===== config.mk =====
export PLATFORM = sky130hd
export DESIGN_NAME = shifter_controller_flat
export DESIGN_NICKNAME = d
export VERILOG_FILES = /design/src/rtl/shifter_controller_if.sv /design/src/rtl/shifter_controller.sv /design/src/flat_wrapper.sv
export SDC_FILE = /design/constraint.sdc
export NUM_CORES = 1
export LEC_CHECK = 0
export CORE_ASPECT_RATIO = 1.4
export CORE_MARGIN = 2
export CORE_UTILIZATION = 49
export DETAILED_ROUTE_END_ITERATION = 10
export PLACE_DENSITY = 0.79
export SYNTH_ARGS = -nofsm -noshare
export SYNTH_HDL_FRONTEND = slang
export SYNTH_SLANG_ARGS = --single-unit

===== constraint.sdc =====
create_clock -name i_clock -period 3.12 [get_ports i_clock]
set_clock_uncertainty 0.1 [all_clocks]
set_input_delay 0.936 -clock i_clock [delete_from_list [all_inputs] [get_ports i_clock]]
set_output_delay 0.936 -clock i_clock [all_outputs]
set_load 0.01 [all_outputs]

===== src/rtl/shifter_controller_if.sv =====
// SPI link between the shifter controller (master) and the serial barrel
// shifter (slave). Only nss, mosi and miso are carried; both ends share the
// system clock, so there is no serial clock line.
interface Spi #(
   parameter int NssWidth = 1
);
   logic [NssWidth-1:0] nss;
   logic                mosi;
   logic                miso;

   modport MasterSpi (output nss, output mosi, input miso);
   modport SlaveSpi  (input nss, input mosi, output miso);
endinterface


===== src/rtl/shifter_controller.sv =====
// Round-robin SPI master that shares the serial barrel shifter between
// several requesters: grant, send start bit + packet LSB first, wait for the
// slave's send marker on miso, collect the result LSB first, pulse done.
//
// Handshake: i_req is a level; the cycle o_grant pulses, the requester's
// packet is captured and the requester may drop i_req. o_done pulses once
// per accepted request with o_done_id/o_result/o_error valid in that cycle;
// those three hold their value until the next o_done.
module shifter_controller #(
   parameter int NumRequesters = 2,
   parameter int NssPosition   = 0,
   parameter int NssWidth      = 1,
   parameter int TimeoutCycles = 64,
   parameter int PacketBits    = 13,
   parameter int RegisterSize  = 8,
   localparam int IdWidth      = (NumRequesters > 1) ? $clog2(NumRequesters) : 1
) (
   input  logic                                 i_clock,
   input  logic                                 i_reset,
   input  logic [NumRequesters-1:0]             i_req,
   input  logic [NumRequesters*PacketBits-1:0]  i_packet,
   output logic [NumRequesters-1:0]             o_grant,
   output logic                                 o_busy,
   output logic                                 o_done,
   output logic [IdWidth-1:0]                   o_done_id,
   output logic [RegisterSize-1:0]              o_result,
   output logic                                 o_error,
   output logic [2:0]                           o_dbg_state,
   Spi.MasterSpi                                spi
);

   typedef enum logic [2:0] {
      S_IDLE  = 3'd0,
      S_START = 3'd1,
      S_TX    = 3'd2,
      S_WAIT  = 3'd3,
      S_RX    = 3'd4,
      S_DONE  = 3'd5
   } state_t;

   localparam int CntMaxA  = (PacketBits > RegisterSize) ? PacketBits : RegisterSize;
   localparam int CntMax   = (CntMaxA > TimeoutCycles) ? CntMaxA : TimeoutCycles;
   localparam int CntWidth = $clog2(CntMax + 1);
   localparam int RxIdxW   = $clog2(RegisterSize);

   localparam logic [CntWidth-1:0] TxLast   = CntWidth'(PacketBits - 1);
   localparam logic [CntWidth-1:0] RxLast   = CntWidth'(RegisterSize - 1);
   localparam logic [CntWidth-1:0] WaitLast = CntWidth'(TimeoutCycles - 1);
   localparam logic [IdWidth-1:0]  LastId   = IdWidth'(NumRequesters - 1);

   state_t                    r_state;
   state_t                    w_next_state;
   logic [CntWidth-1:0]       r_cnt;
   logic [PacketBits-1:0]     r_packet;
   logic [IdWidth-1:0]        r_id;
   logic [IdWidth-1:0]        r_rr;
   logic [RegisterSize-1:0]   r_rx;
   logic [RegisterSize-1:0]   r_result;
   logic [IdWidth-1:0]        r_done_id;
   logic                      r_error;

   logic                      w_any_req;
   logic                      w_found_hi;
   logic [IdWidth-1:0]        w_win_hi;
   logic [IdWidth-1:0]        w_win_lo;
   logic [IdWidth-1:0]        w_winner;
   logic [IdWidth-1:0]        w_rr_next;
   logic [PacketBits-1:0]     w_sel_packet;
   logic [RegisterSize-1:0]   w_rx_next;
   logic [NssWidth-1:0]       w_nss;

   // Round-robin pick: lowest asserted index at/after r_rr, else lowest overall.
   always_comb begin
      w_any_req    = 1'b0;
      w_found_hi   = 1'b0;
      w_win_hi     = '0;
      w_win_lo     = '0;
      w_sel_packet = '0;
      for (int j = NumRequesters - 1; j >= 0; j--) begin
         if (i_req[j]) begin
            w_any_req = 1'b1;
            w_win_lo  = j[IdWidth-1:0];
            if (j >= int'(r_rr)) begin
               w_found_hi = 1'b1;
               w_win_hi   = j[IdWidth-1:0];
            end
         end
      end
      w_winner  = w_found_hi ? w_win_hi : w_win_lo;
      w_rr_next = (w_winner == LastId) ? '0 : w_winner + 1'b1;
      for (int j = 0; j < NumRequesters; j++) begin
         if (w_winner == j[IdWidth-1:0]) w_sel_packet = i_packet[j*PacketBits +: PacketBits];
      end
   end

   // Result assembly: current miso lands at bit position rx_cnt.
   always_comb begin
      w_rx_next                         = r_rx;
      w_rx_next[r_cnt[RxIdxW-1:0]]      = spi.miso;
   end

   // State register.
   always_ff @(posedge i_clock) begin
      if (i_reset) r_state <= S_IDLE;
      else         r_state <= w_next_state;
   end

   // Next-state logic; miso is only looked at in WAIT (via w_rx_next in RX).
   always_comb begin
      w_next_state = r_state;
      case (r_state)
         S_IDLE:  if (w_any_req) w_next_state = S_START;
         S_START: w_next_state = S_TX;
         S_TX:    if (r_cnt == TxLast) w_next_state = S_WAIT;
         S_WAIT: begin
            if (spi.miso)                w_next_state = S_RX;
            else if (r_cnt == WaitLast)  w_next_state = S_DONE;
         end
         S_RX:    if (r_cnt == RxLast) w_next_state = S_DONE;
         S_DONE:  w_next_state = S_IDLE;
         default: w_next_state = S_IDLE;
      endcase
   end

   // Counters, packet shift register, arbitration pointer and result capture.
   always_ff @(posedge i_clock) begin
      if (i_reset) begin
         r_cnt     <= '0;
         r_packet  <= '0;
         r_id      <= '0;
         r_rr      <= '0;
         r_rx      <= '0;
         r_result  <= '0;
         r_done_id <= '0;
         r_error   <= 1'b0;
      end else begin
         if (r_state == S_IDLE || w_next_state != r_state) r_cnt <= '0;
         else                                              r_cnt <= r_cnt + 1'b1;
         case (r_state)
            S_IDLE: begin
               if (w_any_req) begin
                  r_packet <= w_sel_packet;
                  r_id     <= w_winner;
                  r_rr     <= w_rr_next;
                  r_rx     <= '0;
               end
            end
            S_TX: r_packet <= r_packet >> 1;
            S_WAIT: begin
               if (w_next_state == S_DONE) begin
                  r_done_id <= r_id;
                  r_result  <= '0;
                  r_error   <= 1'b1;
               end
            end
            S_RX: begin
               r_rx <= w_rx_next;
               if (w_next_state == S_DONE) begin
                  r_done_id <= r_id;
                  r_result  <= w_rx_next;
                  r_error   <= 1'b0;
               end
            end
            default: ;
         endcase
      end
   end

   // Outputs decoded from state; nss is low only while a transaction is on the wire.
   always_comb begin
      w_nss   = '1;
      o_grant = '0;
      spi.mosi = 1'b0;
      if (r_state == S_START || r_state == S_TX || r_state == S_WAIT || r_state == S_RX)
         w_nss[NssPosition] = 1'b0;
      if (r_state == S_START) spi.mosi = 1'b1;
      if (r_state == S_TX)    spi.mosi = r_packet[0];
      if (r_state == S_IDLE && w_any_req) begin
         for (int j = 0; j < NumRequesters; j++) begin
            o_grant[j] = (w_winner == j[IdWidth-1:0]);
         end
      end
      spi.nss     = w_nss;
      o_busy      = (r_state != S_IDLE);
      o_done      = (r_state == S_DONE);
      o_done_id   = r_done_id;
      o_result    = r_result;
      o_error     = r_error;
      o_dbg_state = r_state;
   end

endmodule


===== src/flat_wrapper.sv =====
// flat-port wrapper written by rule: the top's interface ports become plain ports
module shifter_controller_flat 
#(
   parameter int NumRequesters = 2,
   parameter int NssPosition   = 0,
   parameter int NssWidth      = 1,
   parameter int TimeoutCycles = 64,
   parameter int PacketBits    = 13,
   parameter int RegisterSize  = 8,
   localparam int IdWidth      = (NumRequesters > 1) ? $clog2(NumRequesters) : 1
)
  (i_clock, i_reset, i_req, i_packet, o_grant, o_busy, o_done, o_done_id, o_result, o_error, o_dbg_state, spi_nss, spi_mosi, spi_miso);
  Spi #(.NssWidth(NssWidth)) spi_i ();
  input  logic i_clock;
  input  logic i_reset;
  input  logic [NumRequesters-1:0] i_req;
  input  logic [NumRequesters*PacketBits-1:0] i_packet;
  output logic [NumRequesters-1:0] o_grant;
  output logic o_busy;
  output logic o_done;
  output logic [IdWidth-1:0] o_done_id;
  output logic [RegisterSize-1:0] o_result;
  output logic o_error;
  output logic [2:0] o_dbg_state;
  output wire logic [$bits(spi_i.nss)-1:0] spi_nss;
  output wire logic [$bits(spi_i.mosi)-1:0] spi_mosi;
  input wire logic [$bits(spi_i.miso)-1:0] spi_miso;
  assign spi_nss = spi_i.nss;
  assign spi_mosi = spi_i.mosi;
  assign spi_i.miso = spi_miso;
  shifter_controller #(.NumRequesters(NumRequesters), .NssPosition(NssPosition), .NssWidth(NssWidth), .TimeoutCycles(TimeoutCycles), .PacketBits(PacketBits), .RegisterSize(RegisterSize)) u_core (.i_clock(i_clock), .i_reset(i_reset), .i_req(i_req), .i_packet(i_packet), .o_grant(o_grant), .o_busy(o_busy), .o_done(o_done), .o_done_id(o_done_id), .o_result(o_result), .o_error(o_error), .o_dbg_state(o_dbg_state), .spi(spi_i));
endmodule

==> results_dict.tcl, run 1 <==
set metrics [dict create \
    synth_area_sq_um 2080 \
    fill_cells 322 \
    boundaryPins 50 \
    cp-end-kind "primary output" \
    r2r_setup_slack_ns 0.68 \
    die_height_microns 81.2 \
    drv_cap 0 \
    vias_per_cell 5.59 \
    num_antenna_cells 0 \
    port_buffers 49 \
    path_max_fanout 2 \
    setup_viol 0 \
    ys_async_sr_fraction 0 \
    timing.fmax_mhz 327 \
    syn_inst 243 \
    dp_hpwl_microns 3440 \
    startpoint_type "input port" \
    maxSlewHeadroom 0.487 \
    tritoncts "done" \
    die_area_sq_um 4800 \
    ant_nets 0 \
    yosys_warnings 0 \
    power_density_nw_per_um2 476 \
    grt_max_degree 20 \
    critPathArrivalTime_ns 2.03 \
    grt_pass1_vias 1825 \
    post-route-drc-count 0 \
    wirelength_microns 4740 \
    p_leak_nw 0.999 \
    rsz0062_at_grt "false" \
    tightest_slew_ns 0.766 \
    drt-pass1-iter-count 5 \
    synthFlopType "dfxtp_1" \
    critPathBufInv 2 \
    hp-class "flop to flop" \
    min_to "u_core.r_packet[1]" \
    cp_num_cells 5 \
    multi_input_area_sq_um 1120 \
    r2r_cells 7 \
    postPlaceCellArea_sq_um 2640 \
    drt_iter0_markers 56 \
    worstSetupPathType "input port to primary output" \
    cp_slowest_cell "clkdlybuf4s50_1" \
    ys_seq_elements 43 \
    outcome "finished, final reports clean" \
    htreeDepth 2 \
    required_ns 2.08 \
    wire_per_inst_microns 13.9 \
    drv_slew 0 \
    synth_nets 276 \
    stdcell_count 340 \
    worstPathCellList "clkdlybuf4s50_1 -> nor2_1 -> nor2_1 -> and2_4 -> clkdlybuf4s15_1" \
    final_cell_area_sq_um 2770 \
    clockBufferDepth 2 \
    placementRows 28 \
    holdPathStages 2 \
    finalCritPeriodShare 0.982 \
    syn_area_per_cell_sq_um 8.57 \
    drive_above_1_share 0.146 \
    fin_nets 327 \
    dp_cells 331 \
    antenna_found_initial 0 \
    regArea_sq_um 861 \
    crit_family "buffers and inverters" \
    total_power_mw 1.32 \
    clock-sinks 43 \
    grt_pass1_wl_microns 7960 \
    hold_ws_ns 0.360 \
    critPathMaxStageDelay_ns 0.49 \
    area.growth.synth_to_final_pct 32.8 \
    r2r_start "u_core.r_cnt[0]" \
    grt_use_total 0.216 \
    numCtsBuffers 5 \
    vdd_drop_max_uv 309 \
    num_vias 1901 \
    path_common_cell "nor2_1" \
    synth_edf_count 0 \
    min_period_ns 3.06 \
    clkTransAtPathRegs_ns 0.07 \
    grt-ovfl-total 0 \
    hold_violations 0 \
    initial_core_util 0.500 \
    r2r-end "u_core.o_result[5]" \
    die_x_microns 59.1 \
    holdCritStartpoint "u_core.r_packet[1]" \
    cts-root-buf "clkbuf_8" \
    clk_latency_ns 0.30 \
    gp_congestion 0.726 \
    yosys.cell_types.count 37 \
    core_sq_um 4170 \
    ys_seq_area_frac 0.413 \
]
## flip-flops by register name, summed over array words and instances, names as in the netlist
register	flops
u_core.o_result	8
u_core.r_cnt	7
u_core.r_id	1
u_core.r_rr	1
u_core.r_rx	8
u_core.r_packet	13
u_core.o_done_id	1
u_core.o_error	1
u_core.o_dbg_state	3
## worst register-to-register path: stages (launching register included)
cell,delay (ns)
dfxtp_1,0.40
ha_1,0.28
and3_1,0.23
a41o_1,0.28
a41oi_1,0.55
buf_4,0.25
o21ai_0,0.09
a21oi_1,0.18
## synth_stat cells (all sizes together) (2+ instances only)
library cell | n | area, sq um
nand2 | 18 | 67.6
inv | 7 | 26.3
mux2i | 8 | 80.1
a2bb2oi | 2 | 17.5
nand3b | 4 | 30.0
nand3 | 4 | 20.0
nor3b | 4 | 30.0
or3 | 9 | 56.3
a22oi | 12 | 90.1
clkbuf | 13 | 48.8
ha | 2 | 25.0
xnor2 | 4 | 35.0
o21ai | 10 | 50.0
and3 | 2 | 12.5
a211oi | 2 | 20.0
nor2 | 33 | 124
mux2 | 14 | 158
buf | 5 | 33.8
nand2b | 2 | 12.5
nor3 | 4 | 20.0
a21oi | 30 | 150
dfxtp | 43 | 861
## per-stage QoR
stage               utilization  TNS [ns]  setup slack, ns
floorplan                     -         0            0.234
finish                    0.664         0           0.0573
CTS                       0.661         0           0.0378
detailed placement        0.633    -0.669           -0.367
global route              0.664         0          0.00424
global placement          0.633    -0.639           -0.356
## worst max path at each step
stage / to / start
global route: o_grant[0] / i_req[0]
finish: o_grant[0] / i_req[1]
floorplan: o_grant[0] / i_req[0]
CTS: o_grant[0] / i_req[0]
global placement: o_grant[1] / i_req[0]
detailed placement: o_grant[1] / i_req[0]
## power breakdown
| group | total (mW) | leakage, nW | internal, mW | switching [mW] |
|---|---|---|---|---|
| Clock | 0.453 | 0.0612 | 0.259 | 0.194 |
| Combinational | 0.271 | 0.588 | 0.135 | 0.136 |
| Sequential | 0.594 | 0.350 | 0.577 | 0.0171 |
| Total | 1.32 | 0.999 | 0.971 | 0.346 |
## metal layers
metal | wire length, microns | up-vias | share of wire | global-route usage
met4 | 70 | 0 | 0.015 | 0.0614
li1 | - | 954 | - | -
met1 | 1930 | 892 | 0.41 | 0.248
met2 | 2530 | 46 | 0.53 | 0.388
met3 | 212 | 9 | 0.045 | 0.0557
met5 | 0 | - | 0 | 0
## kinds of logic (layout without fill, tap and decap cells)
group           Yosys count  in the layout  synth area share
simple gates             84             84             0.193
xor+xnor                  5              5            0.0210
fa+ha+maj                 2              2            0.0120
mux                      22             22             0.114
flops                    43             43             0.413
buf+inv                  25             77            0.0523
compound gates           62             62             0.194
## cell usage in the layout (no fill, tap or decap), drive strengths merged, types with 4 or more instances in the layout
master         instances
a21oi                 30
nand3                  4
dfxtp                 43
nor3b                  4
xnor2                  4
nor3                   4
mux2i                  8
buf                   14
mux2                  14
or3                    9
clkbuf                 6
nand2                 18
o21ai                 10
clkdlybuf4s50         47
nand3b                 4
nor2                  33
a22oi                 12
inv                    7
## final cells by class
cell class	instances	share of cell area
multi-input cells	175	0.406
clock buffers	6	0.0299
flip-flops and latches	43	0.311
clock inverters	2	0.0127
well taps	45	0.0204
inverters	7	0.00950
repair buffers	62	0.211
## what timing repair did
item | CTS | global route
buffers inserted | 0 | 1
hold endpoints to repair | 0 | 0
hold buffers | 0 | 0
setup endpoints to repair | 2 | 1
pin swaps | 1 | 1
resized for setup | 8 | 1
Note: power is estimated with default switching activity, not from simulation.
==> run 2: changes to the inputs <==
--- a/config.mk
+++ b/config.mk
@@ -5,6 +5,7 @@
 export SDC_FILE = /design/constraint.sdc
 export NUM_CORES = 1
 export LEC_CHECK = 0
+export ABC_AREA = 0
 export CORE_ASPECT_RATIO = 1.4
 export CORE_MARGIN = 2
 export CORE_UTILIZATION = 49
==> results of run 2 <==
The final DEF is identical to that of run 1; final timing and power are the same.
==> run 3: changes to the inputs <==
--- a/config.mk
+++ b/config.mk
@@ -9,7 +9,9 @@
 export CORE_ASPECT_RATIO = 1.4
 export CORE_MARGIN = 2
 export CORE_UTILIZATION = 49
+export CTS_CLUSTER_DIAMETER = 120
 export DETAILED_ROUTE_END_ITERATION = 10
+export HOLD_SLACK_MARGIN = 0.12
 export PLACE_DENSITY = 0.79
 export SYNTH_ARGS = -nofsm -noshare
 export SYNTH_HDL_FRONTEND = slang
==> results of run 3 <==
The final DEF is identical to that of run 1; final timing and power are the same.
==> RTL change, RTL diff (config.mk and constraints of run 3) <==
`PacketBits` is set to 13 in 2 places; all go to 26.
--- a/src/rtl/shifter_controller.sv
+++ b/src/rtl/shifter_controller.sv
@@ -11,7 +11,7 @@
    parameter int NssPosition   = 0,
    parameter int NssWidth      = 1,
    parameter int TimeoutCycles = 64,
-   parameter int PacketBits    = 13,
+   parameter int PacketBits    = 26,
    parameter int RegisterSize  = 8,
    localparam int IdWidth      = (NumRequesters > 1) ? $clog2(NumRequesters) : 1
 ) (
--- a/src/flat_wrapper.sv
+++ b/src/flat_wrapper.sv
@@ -5,7 +5,7 @@
    parameter int NssPosition   = 0,
    parameter int NssWidth      = 1,
    parameter int TimeoutCycles = 64,
-   parameter int PacketBits    = 13,
+   parameter int PacketBits    = 26,
    parameter int RegisterSize  = 8,
    localparam int IdWidth      = (NumRequesters > 1) ? $clog2(NumRequesters) : 1
 )
Ports: changed (resized i_packet); port bits go from 50 to 76. No check against the original RTL was run, so the function may have changed too.
==> RTL change against run 3 <==
- total power is 23% higher
- cell count grew 34%
- largest power group unchanged
- cell area up 34%
- highest routed layer unchanged
- sequential cell count increased by 13
- synthesized area increased by 33%
- wire length increased by 37%
- largest cell class unchanged
- via count rose by 33%
- setup slack better by 0.020 ns
==> RTL change: results (changes against run 3) <==
Placed design
  – Buffers on Ports: 75 (+53%)
  – Dpl hpwl: 4760 um (+38%)
  – Placer Congestion: 0.826 (+14%)
  – Placed inst area: 3620 um2 (+37%)

Synthesis
  – Largest cells by area after synthesis: dfxtp_1 (40%), mux2_2 (12%), nand2_1 (8.1%)
  – Most frequent cells after synthesis: nand2_1 (60), dfxtp_1 (56), a21oi_1 (38)
  – Seq/Total Area, Yosys: 40.5% (-0.85 points)
  – Syn avg cell area: 8.94 um2 (+4.2%)
  – Ys Warns: 0 (unchanged)
  – Synth unique cells: 39 (+5.4%)
  – Syn nets: 369 (+34%)

GRT
  – Gr usage total: 22.0% (+0.43 points)
  – Largest net degree at the start of global routing: 48 (+140%)
  – First-pass GRT wire length: 10900 um (+36%)

Finish
  – Fraction of layout cells with a size suffix above 1: 17.3% (+2.7 points)
  – Max reg flops: 26 (+13)
  – # fillers: 463 (+44%)
  – Final std cells w/o fill: 456 (+34%)
  – Layout Nets: 446 (+36%)
  – Cell area after layout: 3710 um2 (+34%)

Critical path
  – CP arrival: 2.01 ns (-0.02 ns)
  – CP max FO: 3 (+1)

Power and ir drop
  – Maximum VDD drop: 292 uV (-5.5%)
  – Leakage power: 1.31 nW (+31%)

Clock network
  – Clk_lat worst skew: 0.31 ns
  – CTS clk-pin slew, worst paths: 0.09 ns (+0.02 ns)

Drt
  – Post-DR vias/cell: 5.53 (-1.0%)
  – Drt first pass iters: 4 (-1)
  – DR iter-0 viols: 116 (+110%)
  – Wire per inst: 14.3 um (+2.5%)

Worst hold path
  – HP Start: u_core.r_rx[2]
  – Worst min-delay path class: flip-flop to flip-flop

Timing
  – Final Hold Fails: 0 (unchanged)
  – Slew margin rel.: 64.6% (+16 points)

Status
  – Status: finished clean
[RTL change: cell count changes after synthesis, moves of 7 or more]
cell,before,now
nand2_1,18,60
nor2_1,33,18
or3_1,9,0
o32ai_1,0,8
a22oi_1,12,25
mux2_2,14,29
a21oi_1,30,38
dfxtp_1,43,56
mux2i_1,8,1
[RTL change: layer usage]
layer  vias to the layer above  share of wire, %  wire length, um  GRT usage (%)
li1                       1252                 -                -              -
met1                      1191                39             2530           23.5
met2                        68                54             3490           41.7
met3                        12               5.8              375           4.01
met4                         0               1.7              109           6.97
met5                         -                 0                0              0
[RTL change: logic make-up (layout without fill, tap and decap cells)]
logic type	after synthesis	count (layout)	share of synthesized area, %
AOI/OAI and AO/OA	84	84	21.2
xor gates and xnor gates	5	5	1.58
adders and majority gates	2	2	0.903
buffers and inverters	26	104	5.10
DFF	56	56	40.5
muxes	32	32	13.0
and+or+nand+nor	105	105	17.8
[RTL change: timing repair]
item	4_1_cts	5_1_grt
resized for setup	9	2
hold buffers	0	0
pin swaps	1	0
endpoints found under the setup margin	2	1
buffers inserted	0	0
hold endpoints to repair	0	0
[RTL change: final timing paths]
check        slack [ns]                to
max                0.08        o_grant[1]
min                0.36    u_core.r_rx[2]
max reg2reg        0.68  u_core.o_done_id
min reg2reg        0.36    u_core.r_rx[2]
[RTL change: area by class of cell]
cell class	count	area share (%)
clock buffers	7	2.33
well taps	68	2.29
clock inverters	1	0.202
multi-input cells	228	40.9
flip-flops and latches	56	30.2
repair buffers	91	23.6
inverters	5	0.506
[RTL change: power by group]
group / switching (mW) / total [mW] / internal, mW / leakage [nW]
sequential: 0.0294 / 0.793 / 0.764 / 0.457
combinational: 0.200 / 0.419 / 0.220 / 0.806
clock: 0.230 / 0.411 / 0.181 / 0.0445
total: 0.459 / 1.62 / 1.16 / 1.31
